File: config.mk
export PLATFORM = sky130hd
export DESIGN_NAME = multicycle_sequencer
export DESIGN_NICKNAME = d
export VERILOG_FILES = /design/src/rtl/multicycle_sequencer.sv
export SDC_FILE = /design/constraint.sdc
export NUM_CORES = 1
export LEC_CHECK = 0
export CORE_AREA = 3 3 50 56
export DETAILED_ROUTE_END_ITERATION = 7
export DIE_AREA = 0 0 53 59
export PLACE_DENSITY = 0.71
export SYNTH_ARGS = -nofsm -noshare
export SYNTH_HDL_FRONTEND = slang
export SYNTH_SLANG_ARGS = --single-unit
export TNS_END_PERCENT = 1
File: constraint.sdc
create_clock -name i_clk -period 1.47 [get_ports i_clk]
set_input_delay 0.2205 -clock i_clk [delete_from_list [all_inputs] [get_ports i_clk]]
set_output_delay 0.2205 -clock i_clk [all_outputs]
set_load 0.1 [all_outputs]
File: src/rtl/multicycle_sequencer.sv
// -----------------------------------------------------------------------------
// multicycle_sequencer
//
// Purpose:
//    Control FSM for a multi-cycle RV32I datapath. Steps each instruction
//    through FETCH, DECODE, EXECUTE, optional MEM and optional WB. It owns the
//    instruction/data memory req/ack handshakes with timeout detection, and a
//    TRAP state that is left only through i_trap_clr.
//
// Parameters:
//    TIMEOUT_CYCLES : wait cycles allowed for an ack before trapping (1..255)
//    TO_W           : width of the timeout counter (>= clog2(TIMEOUT_CYCLES+1))
//
// Ports:
//    i_clk, i_rst_n        clock (rising edge), asynchronous active-low reset
//    i_run                 1 = keep executing, 0 = halt after current instr
//    o_imem_req/i_imem_ack instruction fetch handshake
//    o_ir_write            load instruction register (same cycle as imem ack)
//    i_branch_enable, i_mem_write_enable, i_reg_write_enable, i_mem_to_reg,
//    i_ill_instr           decoded control bits, held from DECODE to retire
//    i_alu_zero            ALU result == 0, selects branch target
//    o_dmem_req/o_dmem_we/i_dmem_ack  data memory handshake
//    o_reg_write           register-file write strobe
//    o_pc_write, o_pc_sel_branch      PC update and target select
//    o_retire              one-cycle pulse per completed instruction
//    o_halted              sequencer is idle
//    o_trap, o_trap_cause  trap flag and cause (01 imem, 10 illegal, 11 dmem)
//    i_trap_clr            leaves TRAP
//
// Optional feature (macro SEQ_PERF_CNT_EN):
//    Adds o_cycle_count (cycles spent outside IDLE and TRAP) and
//    o_instret_count (retired instructions). Both 32 bits, wrapping.
// -----------------------------------------------------------------------------
module multicycle_sequencer #(
   parameter int TIMEOUT_CYCLES = 15,
   parameter int TO_W           = 8
) (
   input  logic       i_clk,
   input  logic       i_rst_n,
   input  logic       i_run,
   output logic       o_imem_req,
   input  logic       i_imem_ack,
   output logic       o_ir_write,
   input  logic       i_branch_enable,
   input  logic       i_mem_write_enable,
   input  logic       i_reg_write_enable,
   input  logic       i_mem_to_reg,
   input  logic       i_ill_instr,
   input  logic       i_alu_zero,
   output logic       o_dmem_req,
   output logic       o_dmem_we,
   input  logic       i_dmem_ack,
   output logic       o_reg_write,
   output logic       o_pc_write,
   output logic       o_pc_sel_branch,
   output logic       o_retire,
   output logic       o_halted,
   output logic       o_trap,
   output logic [1:0] o_trap_cause,
   input  logic       i_trap_clr
`ifdef SEQ_PERF_CNT_EN
   ,
   output logic [31:0] o_cycle_count,
   output logic [31:0] o_instret_count
`endif
);

   typedef enum logic [2:0] {
      S_IDLE    = 3'd0,
      S_FETCH   = 3'd1,
      S_DECODE  = 3'd2,
      S_EXECUTE = 3'd3,
      S_MEM     = 3'd4,
      S_WB      = 3'd5,
      S_TRAP    = 3'd6
   } state_t;

   localparam logic [1:0] CAUSE_NONE = 2'b00;
   localparam logic [1:0] CAUSE_IMEM = 2'b01;
   localparam logic [1:0] CAUSE_ILL  = 2'b10;
   localparam logic [1:0] CAUSE_DMEM = 2'b11;

   // The counter holds the number of ack-less cycles already spent in the
   // current wait state, so the TIMEOUT_CYCLES-th cycle sees TIMEOUT_CYCLES-1.
   localparam logic [TO_W-1:0] TO_LAST = TO_W'(TIMEOUT_CYCLES - 1);

   state_t          r_state;
   logic [TO_W-1:0] r_to_cnt;
   logic [1:0]      r_trap_cause;
   logic            w_to_expired;
   logic            w_mem_op;

   assign w_to_expired = (r_to_cnt == TO_LAST);
   assign w_mem_op     = i_mem_write_enable | i_mem_to_reg;

   // -------------------------------------------------------------------------
   // State, timeout counter and trap cause. The counter is cleared by default
   // and only advances while staying in a wait state, so every state change
   // clears it.
   // -------------------------------------------------------------------------
   always_ff @(posedge i_clk or negedge i_rst_n) begin
      if (!i_rst_n) begin
         r_state      <= S_IDLE;
         r_to_cnt     <= '0;
         r_trap_cause <= CAUSE_NONE;
      end else begin
         r_to_cnt <= '0;
         case (r_state)
            S_IDLE: begin
               if (i_run) r_state <= S_FETCH;
            end
            S_FETCH: begin
               // An ack in the last allowed cycle wins over the timeout.
               if (i_imem_ack) begin
                  r_state <= S_DECODE;
               end else if (w_to_expired) begin
                  r_state      <= S_TRAP;
                  r_trap_cause <= CAUSE_IMEM;
               end else begin
                  r_to_cnt <= r_to_cnt + 1'b1;
               end
            end
            S_DECODE: begin
               if (i_ill_instr) begin
                  r_state      <= S_TRAP;
                  r_trap_cause <= CAUSE_ILL;
               end else begin
                  r_state <= S_EXECUTE;
               end
            end
            S_EXECUTE: begin
               if (i_branch_enable)         r_state <= i_run ? S_FETCH : S_IDLE;
               else if (w_mem_op)           r_state <= S_MEM;
               else if (i_reg_write_enable) r_state <= S_WB;
               else                         r_state <= i_run ? S_FETCH : S_IDLE;
            end
            S_MEM: begin
               if (i_dmem_ack) begin
                  if (i_mem_to_reg) r_state <= S_WB;
                  else              r_state <= i_run ? S_FETCH : S_IDLE;
               end else if (w_to_expired) begin
                  r_state      <= S_TRAP;
                  r_trap_cause <= CAUSE_DMEM;
               end else begin
                  r_to_cnt <= r_to_cnt + 1'b1;
               end
            end
            S_WB: begin
               r_state <= i_run ? S_FETCH : S_IDLE;
            end
            S_TRAP: begin
               if (i_trap_clr) begin
                  r_state      <= S_IDLE;
                  r_trap_cause <= CAUSE_NONE;
               end
            end
            default: begin
               r_state <= S_IDLE;
            end
         endcase
      end
   end

   // -------------------------------------------------------------------------
   // Moore outputs, decoded straight from the state so reset removes the
   // memory requests immediately.
   // -------------------------------------------------------------------------
   assign o_imem_req   = (r_state == S_FETCH);
   assign o_dmem_req   = (r_state == S_MEM);
   assign o_dmem_we    = (r_state == S_MEM) & i_mem_write_enable;
   assign o_halted     = (r_state == S_IDLE);
   assign o_trap       = (r_state == S_TRAP);
   assign o_trap_cause = r_trap_cause;

   // -------------------------------------------------------------------------
   // Mealy strobes. They depend on the ack/decoder inputs of the current
   // cycle so the datapath commits in the same cycle the FSM moves on.
   // -------------------------------------------------------------------------
   always_comb begin
      o_ir_write      = 1'b0;
      o_pc_write      = 1'b0;
      o_pc_sel_branch = 1'b0;
      o_reg_write     = 1'b0;
      o_retire        = 1'b0;
      case (r_state)
         S_FETCH: begin
            o_ir_write = i_imem_ack;
         end
         S_EXECUTE: begin
            if (i_branch_enable) begin
               o_pc_write      = 1'b1;
               o_pc_sel_branch = i_alu_zero;
               o_retire        = 1'b1;
            end else if (!w_mem_op && !i_reg_write_enable) begin
               o_pc_write = 1'b1;
               o_retire   = 1'b1;
            end
         end
         S_MEM: begin
            // Stores complete here; loads still have a WB cycle to go.
            if (i_dmem_ack && !i_mem_to_reg) begin
               o_pc_write = 1'b1;
               o_retire   = 1'b1;
            end
         end
         S_WB: begin
            o_reg_write = 1'b1;
            o_pc_write  = 1'b1;
            o_retire    = 1'b1;
         end
         default: begin
         end
      endcase
   end

`ifdef SEQ_PERF_CNT_EN
   // -------------------------------------------------------------------------
   // Performance counters; both wrap naturally at 32 bits.
   // -------------------------------------------------------------------------
   logic [31:0] r_cycle_count;
   logic [31:0] r_instret_count;

   always_ff @(posedge i_clk or negedge i_rst_n) begin
      if (!i_rst_n) begin
         r_cycle_count   <= '0;
         r_instret_count <= '0;
      end else begin
         if (r_state != S_IDLE && r_state != S_TRAP)
            r_cycle_count <= r_cycle_count + 32'd1;
         if (o_retire)
            r_instret_count <= r_instret_count + 32'd1;
      end
   end

   assign o_cycle_count   = r_cycle_count;
   assign o_instret_count = r_instret_count;
`endif

endmodule

# After elaboration in Yosys (flattened, before gate mapping)

Index checks and enable logic that the tools add are counted.

Bits in registers: 13
Latch bits: 0
Bits in writable memories: 0
Bits in read-only memories: 0
Input port bits: 12
Output and inout bits: 12
Word-level logic and storage cells: 60
Memories: 0

$add $sub $neg: 1
$mul: 0
Divide/modulo/power cells: 0
Magnitude comparators: 0
Equality and inequality tests: 14
Shift-type cells: 0
Muxes and demuxes: 31
Bitwise operators: 2
Reduce and logical (&&, ||, !) cells: 9

Operators with widths:

| cell                | count |
|---|---|
| $mux 3              | 10 |
| $mux 8              | 3 |
| $pmux 3 s7          | 1 |
| $pmux 8 s2          | 1 |
| $mux 2              | 6 |
| $eq 3x3->1 const B  | 3 |
| $add 8x1->8 const B | 1 |
| $eq 8x4->1 const B  | 1 |
| $mux 1              | 8 |
| $ne 2x2->1 const B  | 4 |
| $pmux 2 s4          | 1 |
| $reduce_and 7->1    | 1 |
| $eq 3x2->1 const B  | 2 |
| $ne 2x1->1 const B  | 3 |
| $reduce_bool 4->1   | 1 |
| $eq 3x1->1 const B  | 1 |
| $logic_not 1->1     | 3 |
| $logic_not 3->1     | 1 |
| $pmux 1 s3          | 1 |
| $logic_and 1x1->1   | 2 |
| $reduce_and 2->1    | 1 |
| $and 1x1->1         | 1 |
| $or 1x1->1          | 1 |

# Depth between registers and ports, before layout

Depth in word-level cells: 6
Depth in mapped cells: 6
Depth with buffers taken out: 6

# Least setup slack after synthesis

Ideal clock, no wire load.

Path type: reg2out
Start: register r_state[2]
End: output o_retire
Arrival: 3661 ps
Data required time: 1250 ps
Path slack: -2412 ps
Cell stages (with the launch flop): 5
Buffers on the path: 3
Cells stage by stage: dfrtp_1 buf_4 buf_4 o32ai_1 buf_4

Longest elaborated chain between the ends: 2
Elaborated cells between the ends (all ways): 4
Classes of those cells: 3 x eq/ne; 1 x mux

RTL lines:

| element                                  | line | source |
|---|---|---|
| from (decl)                              | 87   | `state_t r_state;` |
| from (signal assigned)                   | 132  | `if (i_branch_enable) r_state <= i_run ? S_FETCH : S_IDLE;` |
| from (signal assigned)                   | 135  | `else r_state <= i_run ? S_FETCH : S_IDLE;` |
| from (signal assigned)                   | 140  | `else r_state <= i_run ? S_FETCH : S_IDLE;` |
| $eq 3x3->1 or $eq 3x2->1 (tied branches) | n/a  |  |
| $pmux 1 s3 *                             | n/a  |  |
| to (decl)                                | 56   | `output logic o_retire,` |

Every way passes the cells marked *; elsewhere a longest branch is shown, timed or not.

# Final worst setup path

Start: register r_state[0]
End: output o_retire

Longest elaborated chain between the ends: 2
Elaborated cells between the ends (all ways): 4
Classes of those cells: 3 x eq/ne; 1 x mux

RTL lines:

| element                                  | line | source |
|---|---|---|
| $eq 3x3->1 or $eq 3x2->1 (tied branches) | 185  | `case (r_state)` |
| $pmux 1 s3 *                             | 185  |  |

Marked as above.

==> flow_summary.ini <==
[pwr]
peakVddDrop_mv = 1.438
pwr-share-clk = 0.065
power_switching_share = 0.5119
p_per_area_nw_per_um2 = 2021
finalPower_uw = 3527
leakage_uw = 0.0007846
power.internal_uw = 1722
seq_power_share = 0.146
pwr-share-comb = 0.789
power.switching_uw = 1806

[clock_network]
htreeDepth = 1
clock_path_buffers = 2
clk_latency_ps = 280
cts-root-buf = clkbuf_4
hold_buffers = 0
clk_pin_slew_ps = 80
cts_tree = yes
cts_buffers = 3
cts_num_sinks = 13

[worst_setup_path]
cpLargestDelayFamily = flip-flops
worstPathMaxFanout = 3
worstPathArrival_ps = 1460
critPathLaunchType = flip-flop
cp_num_buf_inv = 1
required_ps = 1250
crit_path_end_kind = output port
critPathMaxStageDelay_ps = 430
crit_chain = nand2_2 > o32ai_4 > buf_12
critPathSlowestCell = dfrtp_1
crit_type = reg -> out

[sta]
max_freq_mhz = 594.5
fin_ws_ps = -212.0
finalSetupViolations = 14
slew_violations = 0
worstMarginPinSlew_ps = 461.1
fin_crit_sh = 1.144
slew_headroom = 0.6903
rsz0062_at_grt = true
final_hold_viol_count = 0
fin_worst_skew_ps = 3.385
layout_min_cycle_time_ps = 1682

[detailed_routing]
viasPerCell = 5.529
wl_per_cell_um = 16.19
drcViolationCount = 0
vias = 1056
finalWirelength_mm = 3.092
detail-route-antenna-nets = 0
drt_pass1_iterations = 4
drt_iter0_drc = 39

[layout]
diodes = 0
finalCoreUtilization = 0.7673
final_common_cell = buf_4
layout_common_cells = 29 x buf_4, 15 x nor2_1, 13 x buf_12
drive_gt1_frac = 0.4720
syn_to_final_growth_pct = 80.47
fin_nets = 176

[placed_design]
portBuffers = 23
gp_congestion = 0.8056
place_hpwl_mm = 2.067

[die]
io_pins = 24
core_area_um2 = 2275
core.rowCount = 18
die_h_um = 59
die_w_um = 53
start_util = 0.4252
die_area_um2 = 3127

[run_status]
status = complete, but fails checks
violations = negative setup slack

[synth]
ys_ff_latch = 13
syn_inst = 105
ys_seq_area_frac = 0.3364
async_flop_share = 1.000
synthFlopType = dfrtp_1
yosysWarnings = 0
synthesis.nets = 119
synth_cell_types = 41
syn_area_per_cell_um2 = 9.211
synth_enable_flop_cells = 0
synth_area_um2 = 967.2

[run]
cap_viol_max_count = 0

[global_route]
grt_pass1_vias = 1090
grt-ovfl-total = 0
grt_pass1_wl_mm = 4.947
antenna_found_initial = 0
track_usage = 0.2098
grt_max_degree = 14

[hold_path]
min_path_type = in -> async
[cell usage after synthesis (2+ instances only)]
cell	count	area share
buf_4	3	0.023
inv_1	3	0.012
dfrtp_1	13	0.34
nand2_1	7	0.027
nand4_1	2	0.013
and3_1	2	0.013
nor2b_1	2	0.013
nor3_1	3	0.016
nand3_1	4	0.021
nor4b_4	2	0.049
xor2_1	5	0.045
a21oi_1	5	0.026
o211ai_1	3	0.023
mux2i_1	2	0.021
and2_1	3	0.019
o21ai_0	2	0.010
nor2_1	19	0.074
ha_1	2	0.026
[layout make-up]
type / count / area [µm²]
clock buffers: 4 / 26.28
fillers: 147 / 529.3
inverters: 3 / 11.26
multi-input cells: 84 / 701.9
flip-flops and latches: 13 / 327.8
well taps: 30 / 37.54
repair buffers: 57 / 640.6
[state kept, by name, indices dropped and copies added, names as in the netlist]
signal        cells
r_to_cnt          8
o_trap_cause      2
r_state           3
[worst register-to-register path, delay by kind of cell, from the launching register on]
kind	cells	cell delay [ps]
DFF	1	440
buffers and inverters	2	290
and+or+nand+nor	2	470
AOI/OAI and AO/OA	2	300
[worst paths after layout]
check / startpoint / end / slack, ps / cells after the start
setup / recovery: r_state[0] / o_retire / -210 / 3
hold / removal: i_rst_n / r_to_cnt[2] / 230 / 2
setup reg to reg: r_state[2] / o_trap_cause[1] / -130 / 6
hold reg to reg: r_to_cnt[1] / r_to_cnt[1] / 540 / 2
max in group asynchronous: i_rst_n / r_state[1] / 1060 / 2
min in group i_clk: i_mem_to_reg / r_state[2] / 450 / 4
[repair_timing]
item                                    4_1_cts  5_1_grt
endpoints found under the hold margin         0        0
buffers inserted                              7        4
resized for setup                            13        6
cloned                                        0        0
endpoints found under the setup margin       14       20
pin swaps                                     5       11
[power by group through the flow]
| stage | combinational [µW] | clock (µW) | sequential (µW) |
|---|---|---|---|
| 2_1_floorplan | 1580 | 0 | 606 |
| 3_3_place_gp | 2390 | 0 | 539 |
| 3_5_place_dp | 2420 | 0 | 544 |
| 4_1_cts | 2620 | 232 | 521 |
| 5_1_grt | 2900 | 257 | 523 |
| 6_report | 2780 | 228 | 515 |
[routing by layer]
| metal | vias to the layer above | track usage | share of wire |
|---|---|---|---|
| met5 | - | 0 | 0 |
| met3 | 9 | 0.02015 | 0.038 |
| li1 | 487 | - | - |
| met2 | 40 | 0.3617 | 0.53 |
| met1 | 520 | 0.2488 | 0.40 |
| met4 | 0 | 0.1241 | 0.027 |
[logic make-up after synthesis]
| family | synth area share |
|---|---|
| simple gates | 0.3726 |
| compound gates | 0.1384 |
| flops | 0.3363 |
| buf+inv | 0.05174 |
| xor+xnor | 0.05433 |
| mux | 0.02070 |
| fa+ha+maj | 0.02587 |
[per-stage QoR]
stage               cell area [µm²]  hold slack, ps  setup TNS (ps)  setup slack (ps)  cells
global route                   1745           263.2           -2740            -264.7    191
finish                         1745           231.7           -1900            -212.0    191
detailed placement             1563           521.8           -1302            -365.8    176
floorplan                      1051          -75.09           -5045            -642.0    105
global placement               1563           522.2          -937.4            -245.2    176
CTS                            1687           237.2           -1932            -250.9    187
(Power assumes the default switching activity.)
